**src/rtl/cordic_input_standardizer_pipe.sv**
```systemverilog
// Two-stage elastic pipe that folds a CORDIC input vector into quadrant 0 and reports the
// quadrant, the residual or offset angle, and whether a negation had to saturate.
module cordic_input_standardizer_pipe #(
  parameter int unsigned DATA_W  = 16,
  parameter int unsigned ANGLE_W = 16,
  parameter int unsigned TAG_W   = 4
) (
  input  logic                      clk,
  input  logic                      rst,
  input  logic                      in_valid,
  output logic                      in_ready,
  input  logic signed [DATA_W-1:0]  in_x,
  input  logic signed [DATA_W-1:0]  in_y,
  input  logic        [ANGLE_W-1:0] in_theta,
  input  logic                      in_mode,
  input  logic        [TAG_W-1:0]   in_tag,
  output logic                      out_valid,
  input  logic                      out_ready,
  output logic signed [DATA_W-1:0]  out_x,
  output logic signed [DATA_W-1:0]  out_y,
  output logic        [ANGLE_W-1:0] out_theta,
  output logic        [1:0]         out_quadrant,
  output logic                      out_mode,
  output logic        [TAG_W-1:0]   out_tag,
  output logic                      out_sat
);

  localparam logic signed [DATA_W-1:0] MinVal = {1'b1, {(DATA_W-1){1'b0}}};
  localparam logic signed [DATA_W-1:0] MaxVal = {1'b0, {(DATA_W-1){1'b1}}};

  function automatic logic signed [DATA_W-1:0] sat_neg(input logic signed [DATA_W-1:0] v);
    return (v == MinVal) ? MaxVal : -v;
  endfunction

  // Full-turn bit carries no information once the angle wraps.
  logic unused_theta_msb;
  assign unused_theta_msb = in_theta[ANGLE_W-1];

  logic                      s1_valid;
  logic signed [DATA_W-1:0]  s1_x, s1_y;
  logic        [ANGLE_W-1:0] s1_theta;
  logic        [1:0]         s1_q, s1_sel;
  logic                      s1_mode;
  logic        [TAG_W-1:0]   s1_tag;
  logic                      s2_valid;

  logic                      s2_adv;
  logic        [1:0]         in_q, in_sel;
  logic        [ANGLE_W-1:0] in_theta_std;
  logic signed [DATA_W-1:0]  rot_x, rot_y;
  logic                      rot_sat;

  assign s2_adv    = !s2_valid || out_ready;
  assign in_ready  = !s1_valid || s2_adv;
  assign out_valid = s2_valid;

  // Vectoring rotates the opposite way to rotation, so quadrants 1 and 3 swap their mapping.
  always_comb begin
    in_q         = in_theta[ANGLE_W-2 -: 2];
    in_sel       = in_q;
    in_theta_std = {3'b000, in_theta[ANGLE_W-4:0]};
    if (in_mode) begin
      in_q         = {in_y[DATA_W-1], in_x[DATA_W-1] ^ in_y[DATA_W-1]};
      in_sel       = {in_q[1] ^ in_q[0], in_q[0]};
      in_theta_std = {1'b0, in_q, {(ANGLE_W-3){1'b0}}};
    end
  end

  always_comb begin
    rot_x   = s1_x;
    rot_y   = s1_y;
    rot_sat = 1'b0;
    unique case (s1_sel)
      2'd0: begin
        rot_x = s1_x;
        rot_y = s1_y;
      end
      2'd1: begin
        rot_x   = sat_neg(s1_y);
        rot_y   = s1_x;
        rot_sat = (s1_y == MinVal);
      end
      2'd2: begin
        rot_x   = sat_neg(s1_x);
        rot_y   = sat_neg(s1_y);
        rot_sat = (s1_x == MinVal) || (s1_y == MinVal);
      end
      2'd3: begin
        rot_x   = s1_y;
        rot_y   = sat_neg(s1_x);
        rot_sat = (s1_x == MinVal);
      end
    endcase
  end

  always_ff @(posedge clk) begin
    if (rst) begin
      s1_valid     <= 1'b0;
      s1_x         <= '0;
      s1_y         <= '0;
      s1_theta     <= '0;
      s1_q         <= '0;
      s1_sel       <= '0;
      s1_mode      <= 1'b0;
      s1_tag       <= '0;
      s2_valid     <= 1'b0;
      out_x        <= '0;
      out_y        <= '0;
      out_theta    <= '0;
      out_quadrant <= '0;
      out_mode     <= 1'b0;
      out_tag      <= '0;
      out_sat      <= 1'b0;
    end else begin
      if (in_ready) begin
        s1_valid <= in_valid;
        if (in_valid) begin
          s1_x     <= in_x;
          s1_y     <= in_y;
          s1_theta <= in_theta_std;
          s1_q     <= in_q;
          s1_sel   <= in_sel;
          s1_mode  <= in_mode;
          s1_tag   <= in_tag;
        end
      end
      if (s2_adv) begin
        s2_valid <= s1_valid;
        if (s1_valid) begin
          out_x        <= rot_x;
          out_y        <= rot_y;
          out_theta    <= s1_theta;
          out_quadrant <= s1_q;
          out_mode     <= s1_mode;
          out_tag      <= s1_tag;
          out_sat      <= rot_sat;
        end
      end
    end
  end

endmodule

```
**config.mk**
```make
export PLATFORM = sky130hd
export DESIGN_NAME = cordic_input_standardizer_pipe
export DESIGN_NICKNAME = d
export VERILOG_FILES = /design/src/rtl/cordic_input_standardizer_pipe.sv
export SDC_FILE = /design/constraint.sdc
export NUM_CORES = 1
export LEC_CHECK = 0
export ABC_AREA = 0
export CAP_MARGIN = 20
export CORE_MARGIN = 2
export CORE_UTILIZATION = 47
export DETAILED_ROUTE_END_ITERATION = 10
export MAX_ROUTING_LAYER = met4
export PLACE_DENSITY = 0.82
export SYNTH_ARGS = -nofsm -noshare
export SYNTH_HDL_FRONTEND = slang
export SYNTH_SLANG_ARGS = --single-unit
```
**constraint.sdc**
```tcl
create_clock -name clk -period 2.17 [get_ports clk]
set_input_delay 0.217 -clock clk [delete_from_list [all_inputs] [get_ports clk]]
set_output_delay 0.217 -clock clk [all_outputs]
set_load 0.005 [all_outputs]
```
==> impl_summary.md <==
Final layout
After filler insertion, the fill cell instance count of the layout stands at 1041. With fillers left out, the area of the finished cells amounts to 7840 sq um. Relative to the synthesized area, the layout overhead comes to 38.3%. At the end of the flow, the number of nets in the layout was 970. The area occupied by multi-input gates is 3240 sq um. The footprint of the flip-flops and latches is 2240 sq um. The number of antenna diodes in the final layout is 0.

Leaving out filler cells and counting taps, the final layout contains 1062. Of the cells placed in the final design, the portion with a size suffix greater than 1 is 0.154.

Routing
The routed design has 17700 microns of wire. Using the TritonRoute via totals, the vias-per-cell ratio works out to 5.75. The antenna violation net count after detailed routing is 0.

The routed wire length per instance is 16.7 microns. Detailed routing inserted a total of 6108 vias. For this run, design rule violations remaining after detail routing come to 0. The iteration-0 DRC count of the detailed router is 648. The total iterations of the first detailed-routing run is 5.

Worst setup path
Of all nets on the critical path, the largest fanout is 5. The standard cell with the maximum stage delay on the critical path is sky130_fd_sc_hd__or3_4. The worst setup path is of the register to register kind. The startpoint kind of the worst setup timing path is a register.

STA classifies the critical path endpoint as a register. The highest cell delay on the worst timing path is 380 ps. The data arrival time at the worst-slack endpoint is 2380 ps. STA puts the critical path data required time at 2420 ps. Walking the worst path, the cells encountered are inv_2 > ha_4 > or3b_4 > or3_4 > nor3_4 > mux2i_1 > nand3_1 > a22o_1.

Die
The floorplan has 40 rows. The die is 114 microns wide. The die is 114 microns tall. The number of placed I/O pins is 115. The die covers 12900 sq um. The initial core utilization is 0.476.

In this run the standard cell core region covers 11900 sq um.

Synth
The synthesized design contains 112 register bits. The yosys synthesis warning count is 0. The synthesized netlist net count is 826. The netlist uses 66 different library cells. In the synthesized netlist the dominant register cell turns out to be sky130_fd_sc_hd__dfxtp_1. The register area share after synthesis is 0.396. In this run the mean area of a mapped cell was 7.38 sq um. Synthesis produced a netlist whose cell count is 767. The synthesized area is 5660 sq um. Counting flops with an async set or reset pin after synthesis yields a share of 0. Counting flops with a built-in enable in the synthesized netlist gives 0.

Place
Once placement completed, the tool counted placed cells totaling 1042. Routability-driven placement finished with a final weighted congestion of 0.979. The setup slack after placement is -109 ps.

The half-perimeter wire length of the detailed placement result is 12800 microns. After detailed placement, the total cell area comes to 7410 sq um. The count of input and output buffers is 112.

Clock network
No sink is reached through more buffers than the 2 on the longest clock path. The CTS buffer count is 9. The number of sinks on the clock net is 112. The clock tree from TritonCTS is done.

Clock-pin slew was measured on the worst setup and hold paths at 70 ps. The quantity of hold-fixing buffers added after cts is 0. CTS placed an instance of sky130_fd_sc_hd__clkbuf_16 at the clock tree root. The clock insertion delay at the later pin of the skew report is 360 ps. The total number of H-tree levels is 3.

STA
The clock skew after layout is 9.45 ps. The number of max-slew violations in the final report is 0. For the pin with the worst max-slew slack, the measured transition is 641 ps. Setup repair after global routing could not meet its margin everywhere. The worst setup slack after layout is 42.3 ps. For the final routed database, the setup TNS stands at 0 ps. Of the available clock period, the critical path in the final layout requires 0.981. The count of endpoints failing setup in the final report is 0.

The minimum period implied by the final worst setup slack is 2130 ps. The hold violation count in the final report came to 0. For this run, the top clock speed supported by timing is 470 MHz. Measured against its own limit, the worst slew margin works out to 0.572.

Global routing
The pin count of the biggest net entering global routing is 57. The via count of the first global-routing pass was 5652. The first global-routing pass estimated 28300 microns of wire.

The global-route congestion overflow total is 0. Across every metal layer, demand over resource in global routing totals 0.284. The number of antenna violations at the first check in global routing is 0.

Status
The flow ran to the end, and the final reports show no timing, DRC or antenna violations.

Power
In this run the static leakage power is 2.93 nW. The maximum resistive drop on vdd is 0.483 mV. The power density normalized to cell area is 652 nW/um^2. Total power for the finished layout comes to 5.11 mW.

Min path
In this run the worst hold path is classified as primary input to register.

Job
The number of violations of the max-capacitance limit is 0.
## cell usage after synthesis, drive strengths merged, types with 3 or more instances
| cell type | count | area [sq um] |
|---|---|---|
| a32o | 3 | 30.0 |
| nand2b | 10 | 62.6 |
| nor2 | 44 | 165 |
| a21oi | 107 | 536 |
| o21a | 4 | 30.0 |
| xor2 | 7 | 61.3 |
| a22o | 7 | 61.3 |
| or3 | 8 | 50.1 |
| xnor2 | 9 | 78.8 |
| o31ai | 3 | 22.5 |
| a311oi | 4 | 35.0 |
| nand3 | 13 | 65.1 |
| dfxtp | 112 | 2240 |
| nand3b | 13 | 97.6 |
| a31oi | 11 | 68.8 |
| o221ai | 5 | 43.8 |
| and2 | 4 | 25.0 |
| o21ai | 45 | 225 |
| mux2 | 5 | 56.3 |
| a211oi | 7 | 52.6 |
| nor4 | 4 | 31.3 |
| o211ai | 7 | 52.6 |
| or4 | 3 | 26.3 |
| mux2i | 4 | 40.0 |
| nor2b | 3 | 18.8 |
| inv | 7 | 26.3 |
| a221oi | 5 | 43.8 |
| clkbuf | 61 | 229 |
| nand2 | 186 | 698 |
| nor3b | 4 | 30.0 |
| buf | 7 | 41.3 |
| nand4 | 4 | 25.0 |
| nor3 | 16 | 95.1 |
## where the power goes
group	internal [mW]	leakage (nW)	switching [mW]
Sequential	2.15	0.916	0.0720
Clock	0.909	0.146	0.788
Combinational	0.573	1.87	0.611
Total	3.64	2.93	1.47
## worst max-delay path: cells and delay by family (launching register included)
family,cells,cell delay [ps]
mux,1,230
compound gates,1,220
simple gates,4,1010
fa+ha+maj,1,140
flops,1,340
buf+inv,1,80
## registers in the layout (all words and copies together) (netlist names), 2 cells and up
register	flops
s1_theta	15
s1_q	2
out_tag	4
s1_x	16
s1_y	16
out_x	16
out_quadrant	2
out_y	16
out_theta	15
s1_tag	4
## cell usage in the layout, fill, tap and decap left out, types with 11 or more instances in the layout
master	instances
sky130_fd_sc_hd__a21oi_1	106
sky130_fd_sc_hd__dfxtp_1	110
sky130_fd_sc_hd__nand3_1	12
sky130_fd_sc_hd__a31oi_1	11
sky130_fd_sc_hd__nor2_1	44
sky130_fd_sc_hd__nand2_1	185
sky130_fd_sc_hd__buf_4	85
sky130_fd_sc_hd__o21ai_0	43
sky130_fd_sc_hd__clkdlybuf4s50_1	111
sky130_fd_sc_hd__nor3_1	11
sky130_fd_sc_hd__nand3b_1	13
## path summary, 6_finish.rpt
kind	from	to	slack [ps]	depth (start not counted)
worst max-delay path	s1_y[0]	out_x[14]	40	8
worst min-delay path	rst	s1_q[0]	210	2
worst max register to register	s1_y[0]	out_x[14]	40	8
worst min register to register	out_x[6]	out_x[6]	440	2
## metal layers
layer	track usage	vias to the layer above	routed length, microns
li1	-	2975	-
met1	0.387	2815	7920
met2	0.418	288	7860
met3	0.0675	30	1620
met4	0.0894	0	352
met5	-	-	0
## logic make-up after synthesis
group | synth area share
simple gates | 0.255
fa+ha+maj | 0.00442
xor+xnor | 0.0247
flops | 0.396
other cells | 0.000662
mux | 0.0170
compound gates | 0.249
buf+inv | 0.0530
## timing repair
action | CTS | global route
buffers inserted | 3 | 2
pin swaps | 3 | 4
endpoints found under the setup margin | 7 | 23
gates resized for setup | 6 | 15
## cell type report
cell class,count,area share
clock buffer,9,0.0287
timing repair buffer,201,0.234
tap,147,0.0235
sequential,112,0.286
multi-input combinational,579,0.413
clock inverter,6,0.00990
inverter,8,0.00383
## metrics by stage
stage | hold WS [ps] | util
2_1_floorplan | 353 | -
3_3_place_gp | 431 | 0.622
3_5_place_dp | 440 | 0.622
4_1_cts | 201 | 0.651
5_1_grt | 251 | 0.658
6_report | 210 | 0.658
No activity file was read; power rests on OpenSTA's default activity.
